### src/rtl/mem_access_stage_if.sv
// Data-memory request/acknowledge bus between the MEM stage (master) and the memory (slave).
interface mem_access_stage_if #(parameter int DSIZE = 32) ();
  logic             dmem_req;
  logic             dmem_we;
  logic [DSIZE-1:0] dmem_addr;
  logic [DSIZE-1:0] dmem_wdata;
  logic             dmem_ack;
  logic [DSIZE-1:0] dmem_rdata;

  modport master (output dmem_req, dmem_we, dmem_addr, dmem_wdata,
                  input  dmem_ack, dmem_rdata);
  modport slave  (input  dmem_req, dmem_we, dmem_addr, dmem_wdata,
                  output dmem_ack, dmem_rdata);
endinterface

### src/rtl/mem_access_stage.sv
// MEM stage: issues loads/stores over a req/ack bus, stalls upstream while busy, registers MEM/WB.
// Optional access timeout with sticky mem_err is enabled by defining MEM_TIMEOUT_EN.
module mem_access_stage #(
  parameter int ASIZE = 5,
  parameter int DSIZE = 32,
  parameter int ISIZE = 32
`ifdef MEM_TIMEOUT_EN
  , parameter int MEM_TIMEOUT = 15
`endif
) (
  input  logic                clk,
  input  logic                rst,
  input  logic [ASIZE-1:0]    w_addr_in,
  input  logic [DSIZE-1:0]    w_data_in,
  input  logic [DSIZE-1:0]    Rdata2_in,
  input  logic                memWrite_in,
  input  logic                memRead_in,
  input  logic                memToReg_in,
  input  logic                wen_in,
  input  logic [ISIZE-1:0]    PC_in,
  output logic                stall_out,
  mem_access_stage_if.master  dmem,
  output logic [ASIZE-1:0]    w_addr_out,
  output logic [DSIZE-1:0]    w_data_out,
  output logic                wen_out,
  output logic [ISIZE-1:0]    PC_out,
  output logic                mem_err
);

  typedef enum logic [1:0] {IDLE, BUSY, DONE} state_t;

  state_t           state_q, state_d;
  logic             req_q, req_d;
  logic             we_q, we_d;
  logic [DSIZE-1:0] addr_q, addr_d;
  logic [DSIZE-1:0] wdata_q, wdata_d;
  logic [DSIZE-1:0] hold_q, hold_d;
  logic [ASIZE-1:0] waddr_q, waddr_d;
  logic [DSIZE-1:0] wres_q, wres_d;
  logic             wen_q, wen_d;
  logic [ISIZE-1:0] pc_q, pc_d;
  logic             mem_op;
`ifdef MEM_TIMEOUT_EN
  logic [7:0]       cnt_q, cnt_d;
  logic             err_q, err_d;
`endif

  assign mem_op = memRead_in | memWrite_in;

  always_comb begin
    state_d   = state_q;
    req_d     = req_q;
    we_d      = we_q;
    addr_d    = addr_q;
    wdata_d   = wdata_q;
    hold_d    = hold_q;
    waddr_d   = waddr_q;
    wres_d    = wres_q;
    wen_d     = wen_q;
    pc_d      = pc_q;
    stall_out = 1'b0;
`ifdef MEM_TIMEOUT_EN
    cnt_d     = cnt_q;
    err_d     = err_q;
`endif
    case (state_q)
      IDLE: begin
        if (mem_op) begin
          stall_out = 1'b1;
          addr_d    = w_data_in;
          wdata_d   = Rdata2_in;
          we_d      = memWrite_in;
          req_d     = 1'b1;
          hold_d    = '0;
          wen_d     = 1'b0;
          state_d   = BUSY;
`ifdef MEM_TIMEOUT_EN
          cnt_d     = '0;
`endif
        end else begin
          waddr_d = w_addr_in;
          wres_d  = w_data_in;
          wen_d   = wen_in;
          pc_d    = PC_in;
        end
      end
      BUSY: begin
        stall_out = 1'b1;
        wen_d     = 1'b0;
        if (dmem.dmem_ack) begin
          req_d   = 1'b0;
          // Combined read+write bits count as a store: nothing to capture.
          if (!memWrite_in) hold_d = dmem.dmem_rdata;
          state_d = DONE;
        end
`ifdef MEM_TIMEOUT_EN
        else if (cnt_q + 8'd1 == 8'(MEM_TIMEOUT)) begin
          req_d   = 1'b0;
          hold_d  = '0;
          err_d   = 1'b1;
          state_d = DONE;
        end else begin
          cnt_d = cnt_q + 8'd1;
        end
`endif
      end
      DONE: begin
        waddr_d = w_addr_in;
        wres_d  = memToReg_in ? hold_q : w_data_in;
        wen_d   = wen_in;
        pc_d    = PC_in;
        state_d = IDLE;
      end
      default: state_d = IDLE;
    endcase
    // Stall must fall with reset even though the EXE/MEM inputs may still show a memory op.
    if (!rst) stall_out = 1'b0;
  end

  always_ff @(posedge clk or negedge rst) begin
    if (!rst) begin
      state_q <= IDLE;
      req_q   <= 1'b0;
      we_q    <= 1'b0;
      addr_q  <= '0;
      wdata_q <= '0;
      hold_q  <= '0;
      waddr_q <= '0;
      wres_q  <= '0;
      wen_q   <= 1'b0;
      pc_q    <= '0;
    end else begin
      state_q <= state_d;
      req_q   <= req_d;
      we_q    <= we_d;
      addr_q  <= addr_d;
      wdata_q <= wdata_d;
      hold_q  <= hold_d;
      waddr_q <= waddr_d;
      wres_q  <= wres_d;
      wen_q   <= wen_d;
      pc_q    <= pc_d;
    end
  end

`ifdef MEM_TIMEOUT_EN
  always_ff @(posedge clk or negedge rst) begin
    if (!rst) begin
      cnt_q <= '0;
      err_q <= 1'b0;
    end else begin
      cnt_q <= cnt_d;
      err_q <= err_d;
    end
  end
  assign mem_err = err_q;
`else
  assign mem_err = 1'b0;
`endif

  assign dmem.dmem_req   = req_q;
  assign dmem.dmem_we    = we_q;
  assign dmem.dmem_addr  = addr_q;
  assign dmem.dmem_wdata = wdata_q;
  assign w_addr_out      = waddr_q;
  assign w_data_out      = wres_q;
  assign wen_out         = wen_q;
  assign PC_out          = pc_q;

endmodule

### src/flat_wrapper.sv
// flat-port wrapper written by rule: the top's interface ports become plain ports
module mem_access_stage_flat 
#(
  parameter int ASIZE = 5,
  parameter int DSIZE = 32,
  parameter int ISIZE = 32

)
  (clk, rst, w_addr_in, w_data_in, Rdata2_in, memWrite_in, memRead_in, memToReg_in, wen_in, PC_in, stall_out, w_addr_out, w_data_out, wen_out, PC_out, mem_err, dmem_dmem_req, dmem_dmem_we, dmem_dmem_addr, dmem_dmem_wdata, dmem_dmem_ack, dmem_dmem_rdata);
  mem_access_stage_if #(.DSIZE(DSIZE)) dmem_i ();
  input  logic clk;
  input  logic rst;
  input  logic [ASIZE-1:0] w_addr_in;
  input  logic [DSIZE-1:0] w_data_in;
  input  logic [DSIZE-1:0] Rdata2_in;
  input  logic memWrite_in;
  input  logic memRead_in;
  input  logic memToReg_in;
  input  logic wen_in;
  input  logic [ISIZE-1:0] PC_in;
  output logic stall_out;
  output logic [ASIZE-1:0] w_addr_out;
  output logic [DSIZE-1:0] w_data_out;
  output logic wen_out;
  output logic [ISIZE-1:0] PC_out;
  output logic mem_err;
  output wire logic [$bits(dmem_i.dmem_req)-1:0] dmem_dmem_req;
  output wire logic [$bits(dmem_i.dmem_we)-1:0] dmem_dmem_we;
  output wire logic [$bits(dmem_i.dmem_addr)-1:0] dmem_dmem_addr;
  output wire logic [$bits(dmem_i.dmem_wdata)-1:0] dmem_dmem_wdata;
  input wire logic [$bits(dmem_i.dmem_ack)-1:0] dmem_dmem_ack;
  input wire logic [$bits(dmem_i.dmem_rdata)-1:0] dmem_dmem_rdata;
  assign dmem_dmem_req = dmem_i.dmem_req;
  assign dmem_dmem_we = dmem_i.dmem_we;
  assign dmem_dmem_addr = dmem_i.dmem_addr;
  assign dmem_dmem_wdata = dmem_i.dmem_wdata;
  assign dmem_i.dmem_ack = dmem_dmem_ack;
  assign dmem_i.dmem_rdata = dmem_dmem_rdata;
  mem_access_stage #(.ASIZE(ASIZE), .DSIZE(DSIZE), .ISIZE(ISIZE)) u_core (.clk(clk), .rst(rst), .w_addr_in(w_addr_in), .w_data_in(w_data_in), .Rdata2_in(Rdata2_in), .memWrite_in(memWrite_in), .memRead_in(memRead_in), .memToReg_in(memToReg_in), .wen_in(wen_in), .PC_in(PC_in), .stall_out(stall_out), .dmem(dmem_i), .w_addr_out(w_addr_out), .w_data_out(w_data_out), .wen_out(wen_out), .PC_out(PC_out), .mem_err(mem_err));
endmodule
### config.mk
export PLATFORM = sky130hd
export DESIGN_NAME = mem_access_stage_flat
export DESIGN_NICKNAME = d
export VERILOG_FILES = /design/src/rtl/mem_access_stage_if.sv /design/src/rtl/mem_access_stage.sv /design/src/flat_wrapper.sv
export SDC_FILE = /design/constraint.sdc
export NUM_CORES = 1
export LEC_CHECK = 0
export ABC_CLOCK_PERIOD_IN_PS = 1860
export BUFFER_PORTS_ARGS = -buffer_cell sky130_fd_sc_hd__buf_2
export CAP_MARGIN = 20
export CORE_AREA = 5 5 130 193
export DETAILED_ROUTE_END_ITERATION = 6
export DIE_AREA = 0 0 135 198
export SYNTH_ARGS = -nofsm -noshare
export SYNTH_HDL_FRONTEND = slang
export SYNTH_SLANG_ARGS = --single-unit
### constraint.sdc
create_clock -name clk -period 1.86 [get_ports clk]
set_clock_uncertainty 0.05 [all_clocks]
set_input_delay 0.093 -clock clk [delete_from_list [all_inputs] [get_ports clk]]
set_output_delay 0.093 -clock clk [all_outputs]
set_load 0.02 [all_outputs]
==> summary.txt, run 1 <==
STA
  – Final min period: roughly 1800 ps
  – Unrepaired setup endpoints after global routing: yes
  – Period Utilization, post-route: 0.969
  – Slew Viols, Final: 0
  – Final Hold Violating Endpoints: 0
  – Worst hold margin: 69.0 ps
  – Final setup viols: 0
  – Max Freq: ~0.55 GHz

GRT
  – Pin count of the biggest net entering global routing: 90
  – Vias in the first global route: 5822
  – Initial antenna violation count: 2
  – GRT Total Usage: 0.155
  – GRT overflow: 0
  – First-pass GRT wire length: 32100 um

Routing
  – WL final: 20700 um
  – Via count: 5227
  – Drt via density: around 4.4
  – Initial drt markers: 194
  – WL per Instance: 17.3 um
  – Drt pass-1 iters: 4
  – DRC: 0
  – Antenna viol nets, final: 0

Worst setup path
  – CP Max Fanout: 18
  – Crit path launch type: flip-flop
  – R2R depth: 6
  – Crit end category: flip-flop
  – CP max stage delay: between 400 and 500 ps
  – Reg-to-reg startpoint: u_core.state_q[1]$_DFFE_PN0P_
  – Worst path cell trace: inv_2 > ha_4 > mux2i_4 > buf_12 > buf_12 > mux2_2
  – R2R Setup Slk: 60 ps
  – Worst Path Buf+Inv: 3
  – WP data arrival: 2060 ps
  – Reg2reg end: u_core.PC_out[19]$_DFFE_PN0P_
  – CP top delay family: multiplexers
  – Worst endpoint required time: 2120 ps
  – CP max-delay cell: dfrtp_1
  – Setup CP Type: flip-flop to flip-flop
  – Crit-path most repeated cell: buf_12

Logic synthesis
  – Syn avg cell area: 15.9 um2
  – Register area share after synthesis: 0.623
  – Cell area after synthesis: ~6800 um2
  – Synth Instances: 429
  – Synth unique cells: 24
  – Synth Warn #: 0
  – Seq cells post-synth: 170
  – Net Count, Synth: 574

Place
  – Detailed placer's ending HPWL: 13900 um
  – DP Area: 8800 um2
  – Port-buffer cells: 276
  – Placer Congestion: 0.764

Worst hold path
  – Worst hold start: memRead_in
  – Hold path depth: 3
  – Hold worst-path end: u_core.dmem.dmem_req$_DFFE_PN0P_
  – Worst Hold Class: input pin to flip-flop

Die
  – Initial Utilization: 0.296
  – DIE AREA: 26700 um2
  – Core Area: 23100 um2
  – Io pins: about 280
  – Row Count: slightly below 70
  – Die width: around 140 um
  – Die H: ~200 um

Layout
  – Commonest non-fill, non-tap cells in the layout: 274 x buf_2, 170 x dfrtp_1, 156 x mux2_2, 137 x dlygate4sd3_1, 33 x a22o_1
  – Area Growth Syn to Fin: 58.5%
  – Final net count: 1010
  – Final Instance Area: about 11000 um2
  – Share of layout cells above drive strength 1: 0.583
  – Post-layout util: 0.470
  – Most common cell after layout, fill and taps aside: buf_2

Clock tree
  – H-tree depth: 4
  – CTS tree: yes
  – Skew-Pair Late Insertion Delay: 430 ps
  – Clock Tree Root: clkbuf_16
  – Clock Path Buffers: 2
  – Worst-path clk slew: 70 ps
  – CTS sink count: 170
  – CTS buffer count: 17

Pwr
  – PwrDens: about 1700 nW/um2
  – Tot Pwr: 18500 uW
  – VDD IR-drop max: between 0.7 and 0.8 mV
  – Static Leak: a little over 0.005 uW

Status
  – Status: complete, no violations

Job
  – Max Cap Viol: 0
-- tightest hold or removal path: cells and delay by family --
| family | cells | cell delay [ps] |
|---|---|---|
| and+or+nand+nor | 1 | 70 |
| buffers and inverters | 1 | 190 |
| AOI/OAI and AO/OA | 1 | 160 |
-- where the power goes --
group	switching [uW]	internal (uW)	total (uW)
clock network	1530	1790	3320
registers	859	5500	6360
logic	4660	4150	8810
total	7040	11400	18500
-- cell families (layout without fill, tap and decap cells) --
family,count (synthesis),count (layout),synth area share
buf+inv,29,478,0.0245
simple gates,14,14,0.00989
fa+ha+maj,5,5,0.00916
other cells,1,2,0.000549
flops,170,170,0.623
mux,167,167,0.282
compound gates,43,43,0.0509
-- cells in the mapped netlist, drive strengths merged --
library cell / count / area (um2)
nor3: 1 / 5.00
mux2: 166 / 1910
dfrtp: 170 / 4250
o21a: 1 / 7.51
nand2: 8 / 30.0
nor2b: 1 / 6.26
a21boi: 1 / 7.51
nand2b: 1 / 6.26
mux2i: 1 / 22.5
conb: 1 / 3.75
and2: 1 / 6.26
buf: 25 / 153
a21oi: 2 / 10.0
o311ai: 1 / 8.76
nand3b: 1 / 7.51
ha: 5 / 62.6
nor2: 1 / 6.26
a22o: 33 / 289
inv: 4 / 15.0
o21ai: 5 / 25.0
-- state kept, by name (all words and copies together), names as in the netlist --
name / cells
u_core.PC_out: 32
u_core.dmem.dmem_addr: 32
u_core.dmem.dmem_wdata: 32
u_core.hold_q: 32
u_core.w_data_out: 32
u_core.w_addr_out: 5
u_core.state_q: 2
u_core.dmem.dmem_req: 1
u_core.dmem.dmem_we: 1
u_core.wen_out: 1
-- metrics by stage --
step | std cells | TNS [ps] | setup WS, ps
4_1_cts | 1189 | 0 | 26.6
2_1_floorplan | 429 | 0 | 26.5
3_5_place_dp | 1020 | -445 | -26.2
6_report | 1194 | 0 | 57.2
5_1_grt | 1194 | -97.2 | -15.9
3_3_place_gp | 1020 | -236 | -17.4
-- layout make-up --
type | instances | area [um2]
clock buffers | 20 | 457
well taps | 315 | 394
repair buffers | 442 | 3150
multi-input cells | 230 | 2470
flip-flops and latches | 170 | 4250
fillers | 2059 | 12200
diodes | 1 | 2.50
clock inverters | 12 | 91.3
inverters | 4 | 15.0
-- per-layer routing --
metal | track usage | vias to the layer above | wire length [um]
met5 | 0 | - | 20
met4 | 0.0728 | 2 | 713
met3 | 0.0386 | 37 | 954
met2 | 0.273 | 159 | 10900
met1 | 0.175 | 2614 | 8040
li1 | - | 2415 | -
-- repair_timing --
| item | 4_1_cts | 5_1_grt |
|---|---|---|
| cloned | 0 | 1 |
| pin swaps | 1 | 3 |
| buffers inserted | 0 | 3 |
| hold buffers | 137 | 0 |
| endpoints found under the setup margin | 39 | 65 |
| gates resized for setup | 9 | 4 |
| endpoints found under the hold margin | 338 | 0 |
-- how the worst max path moves through the flow --
stage,depth (start not counted),end,slack (ps),start
after global placement,6,u_core.PC_out[12]$_DFFE_PN0P_,-20,u_core.state_q[1]$_DFFE_PN0P_
after floorplan,7,u_core.PC_out[21]$_DFFE_PN0P_,30,u_core.state_q[0]$_DFFE_PN0P_
after global routing,6,u_core.PC_out[3]$_DFFE_PN0P_,-20,u_core.state_q[1]$_DFFE_PN0P_
after detailed placement,6,u_core.PC_out[19]$_DFFE_PN0P_,-30,u_core.state_q[1]$_DFFE_PN0P_
final,6,u_core.PC_out[19]$_DFFE_PN0P_,60,u_core.state_q[1]$_DFFE_PN0P_
after CTS,6,stall_out,30,u_core.state_q[1]$_DFFE_PN0P_
(Power assumes the default switching activity.)
==> inputs of run 2 (changes only) <==
--- a/config.mk
+++ b/config.mk
@@ -6,11 +6,12 @@
 export NUM_CORES = 1
 export LEC_CHECK = 0
 export ABC_CLOCK_PERIOD_IN_PS = 1860
-export BUFFER_PORTS_ARGS = -buffer_cell sky130_fd_sc_hd__buf_2
 export CAP_MARGIN = 20
 export CORE_AREA = 5 5 130 193
 export DETAILED_ROUTE_END_ITERATION = 6
 export DIE_AREA = 0 0 135 198
+export DONT_BUFFER_PORTS = 1
+export PLACE_DENSITY_LB_ADDON = 0.12
 export SYNTH_ARGS = -nofsm -noshare
 export SYNTH_HDL_FRONTEND = slang
 export SYNTH_SLANG_ARGS = --single-unit
==> run 2 against run 1 <==
Net effect: the run now ends with negative hold slack left; largest power group is now sequential cells; non-clock buffer count decreased by 279; register-to-register slack about the same; flip-flop and latch count unchanged; final area decreased by 13%; global-route usage decreased by 2.1 points; critical endpoint is now u_core.w_data_out[15]$_DFFE_PN0P_; total power decreased by 9.5%; first-iteration DRC count decreased by 45%; critical path type unchanged.
==> summary.txt, run 2 (synthesized netlist as in run 1, its figures left out) <==
Worst hold path
  – Worst Hold Class: input pin to asynchronous set/reset pin

Clock tree
  – Clock Tree Root: clkbuf_16
  – Skew-Pair Late Insertion Delay: 420 ps
  – CTS buffer count: 17
  – Worst-path clk slew: 60 ps
  – CTS tree: yes
  – Clock Path Buffers: 2
  – CTS sink count: 170
  – H-tree depth: 4

Pwr
  – VDD IR-drop max: 0.793 mV
  – Static Leak: 0.00406 uW
  – PwrDens: 1770 nW/um2

Status
  – Failing checks: negative hold slack
  – Status: complete, but fails checks

Die
  – Row Count: 68
  – Die H: around 200 um
  – DIE AREA: 26700 um2
  – Initial Utilization: 0.296
  – Die width: 135 um
  – Core Area: 23100 um2
  – Io pins: about 280

GRT
  – GRT Total Usage: 0.134
  – First-pass GRT wire length: 27000 um
  – Vias in the first global route: 4561
  – Initial antenna violation count: 3
  – GRT overflow: 0
  – Pin count of the biggest net entering global routing: between 150 and 200

STA
  – Slew Viols, Final: 0
  – Period Utilization, post-route: 0.969
  – Final min period: around 1800 ps
  – Max Freq: 0.555 GHz
  – Worst hold margin: -684 ps
  – Final setup viols: 0
  – Unrepaired setup endpoints after global routing: no
  – TNS Setup: 0 ps
  – Final Hold Violating Endpoints: 170

Layout
  – Final net count: around 730
  – Share of layout cells above drive strength 1: 0.383
  – Final Instance Area: 9450 um2
  – Most common cell after layout, fill and taps aside: dfrtp_1
  – Commonest non-fill, non-tap cells in the layout: 170 x dfrtp_1, 156 x mux2_2, 138 x dlygate4sd3_1, 33 x a22o_1, 20 x clkbuf_16
  – Post-layout util: 0.410
  – Area Growth Syn to Fin: 38.3%

Worst setup path
  – R2R depth: 6
  – Worst path cell trace: inv_2 > ha_4 > mux2i_4 > buf_12 > clkbuf_16 > mux2_2
  – CP Max Fanout: 16
  – Worst endpoint required time: 2120 ps
  – Setup CP Type: flip-flop to flip-flop
  – CP max stage delay: 390 ps
  – CP max-delay cell: dfrtp_1
  – WP data arrival: between 2000 and 2500 ps
  – Crit end category: flip-flop
  – Crit path launch type: flip-flop

Routing
  – Drt via density: 4.56
  – Met2 WL: 9980 um
  – Top sig layer: met5
  – Initial drt markers: between 100 and 150
  – WL per Instance: 20.3 um
  – Wire length on met1: 6690 um
  – Antenna viol nets, final: 0
  – WL final: 18500 um
  – DRC: 0
  – Via count: 4159
  – Drt pass-1 iters: 4
  – Routed wire length on met3: ~1400 um

Place
  – DP Area: 7350 um2
  – Detailed placer's ending HPWL: roughly 12000 um
  – Placer Congestion: 0.704
  – Port-buffer cells: 0

Job
  – Max Cap Viol: 0
-- run 2: cell types whose count changed in the layout (fill, tap and decap cells not counted), moves of 2 or more --
cell and delta:
buf_2 -274, inv_6 -3, clkbuf_1 +2, buf_4 -6, clkbuf_16 +2
-- run 2: per-layer routing --
metal | track usage | vias up
li1 | - | 1856
met1 | 0.139 | 2109
met2 | 0.240 | 165
met3 | 0.0511 | 25
met4 | 0.0530 | 4
met5 | 0 | -
-- run 2: final timing paths --
check / from / endpoint / slack (ps)
worst max-delay path: u_core.state_q[0]$_DFFE_PN0P_ / u_core.w_data_out[15]$_DFFE_PN0P_ / 60
worst min-delay path: rst / u_core.PC_out[1]$_DFFE_PN0P_ / -680
worst max register to register: u_core.state_q[0]$_DFFE_PN0P_ / u_core.w_data_out[15]$_DFFE_PN0P_ / 60
worst min register to register: u_core.hold_q[15]$_DFFE_PN0P_ / u_core.hold_q[15]$_DFFE_PN0P_ / 450
max in group asynchronous: rst / u_core.w_data_out[23]$_DFFE_PN0P_ / 2230
min in group clk: memWrite_in / u_core.dmem.dmem_we$_DFFE_PN0P_ / 120
-- run 2: worst max-delay path, delay by kind of cell, from the launching register on --
kind                     cells  cell delay (ps)
adder cells (fa/ha/maj)      1              170
buffers and inverters        3              490
flip-flops                   1              390
multiplexers                 2              580
-- run 2: report_power, final --
group          switching, uW  internal (uW)  leakage [uW]
registers               3220           5500       0.00206
clock network           1400           1790      0.000243
logic                   1810           3020       0.00176
total                   6430          10300       0.00406
-- run 2: per-stage QoR --
stage               hold slack, ps  total power (uW)  setup WS [ps]  std cells
finish                        -684             16700           57.0        912
global route                  -720             17700          0.819        912
CTS                           -715             16700          -13.2        905
detailed placement            -249             13100           1.59        737
global placement              -248             13000           25.5        737
floorplan                     -253             11700           26.5        429
-- run 2: area by class of cell --
cell class              count  area, um2
flip-flops and latches    170       4250
well taps                 315        394
fillers                  2121      13600
multi-input cells         230       2490
clock buffers              23        478
inverters                   4       15.0
repair buffers            163       1770
diodes                      1       2.50
clock inverters             6       43.8
-- run 2: what timing repair did --
action / 4_1_cts / 5_1_grt
resized for setup: 7 / 7
hold buffers: 138 / 1
cloned: 1 / 3
pin swaps: 1 / 2
setup endpoints to repair: 59 / 33
setup buffers: 0 / 3
hold endpoints to repair: 340 / 171
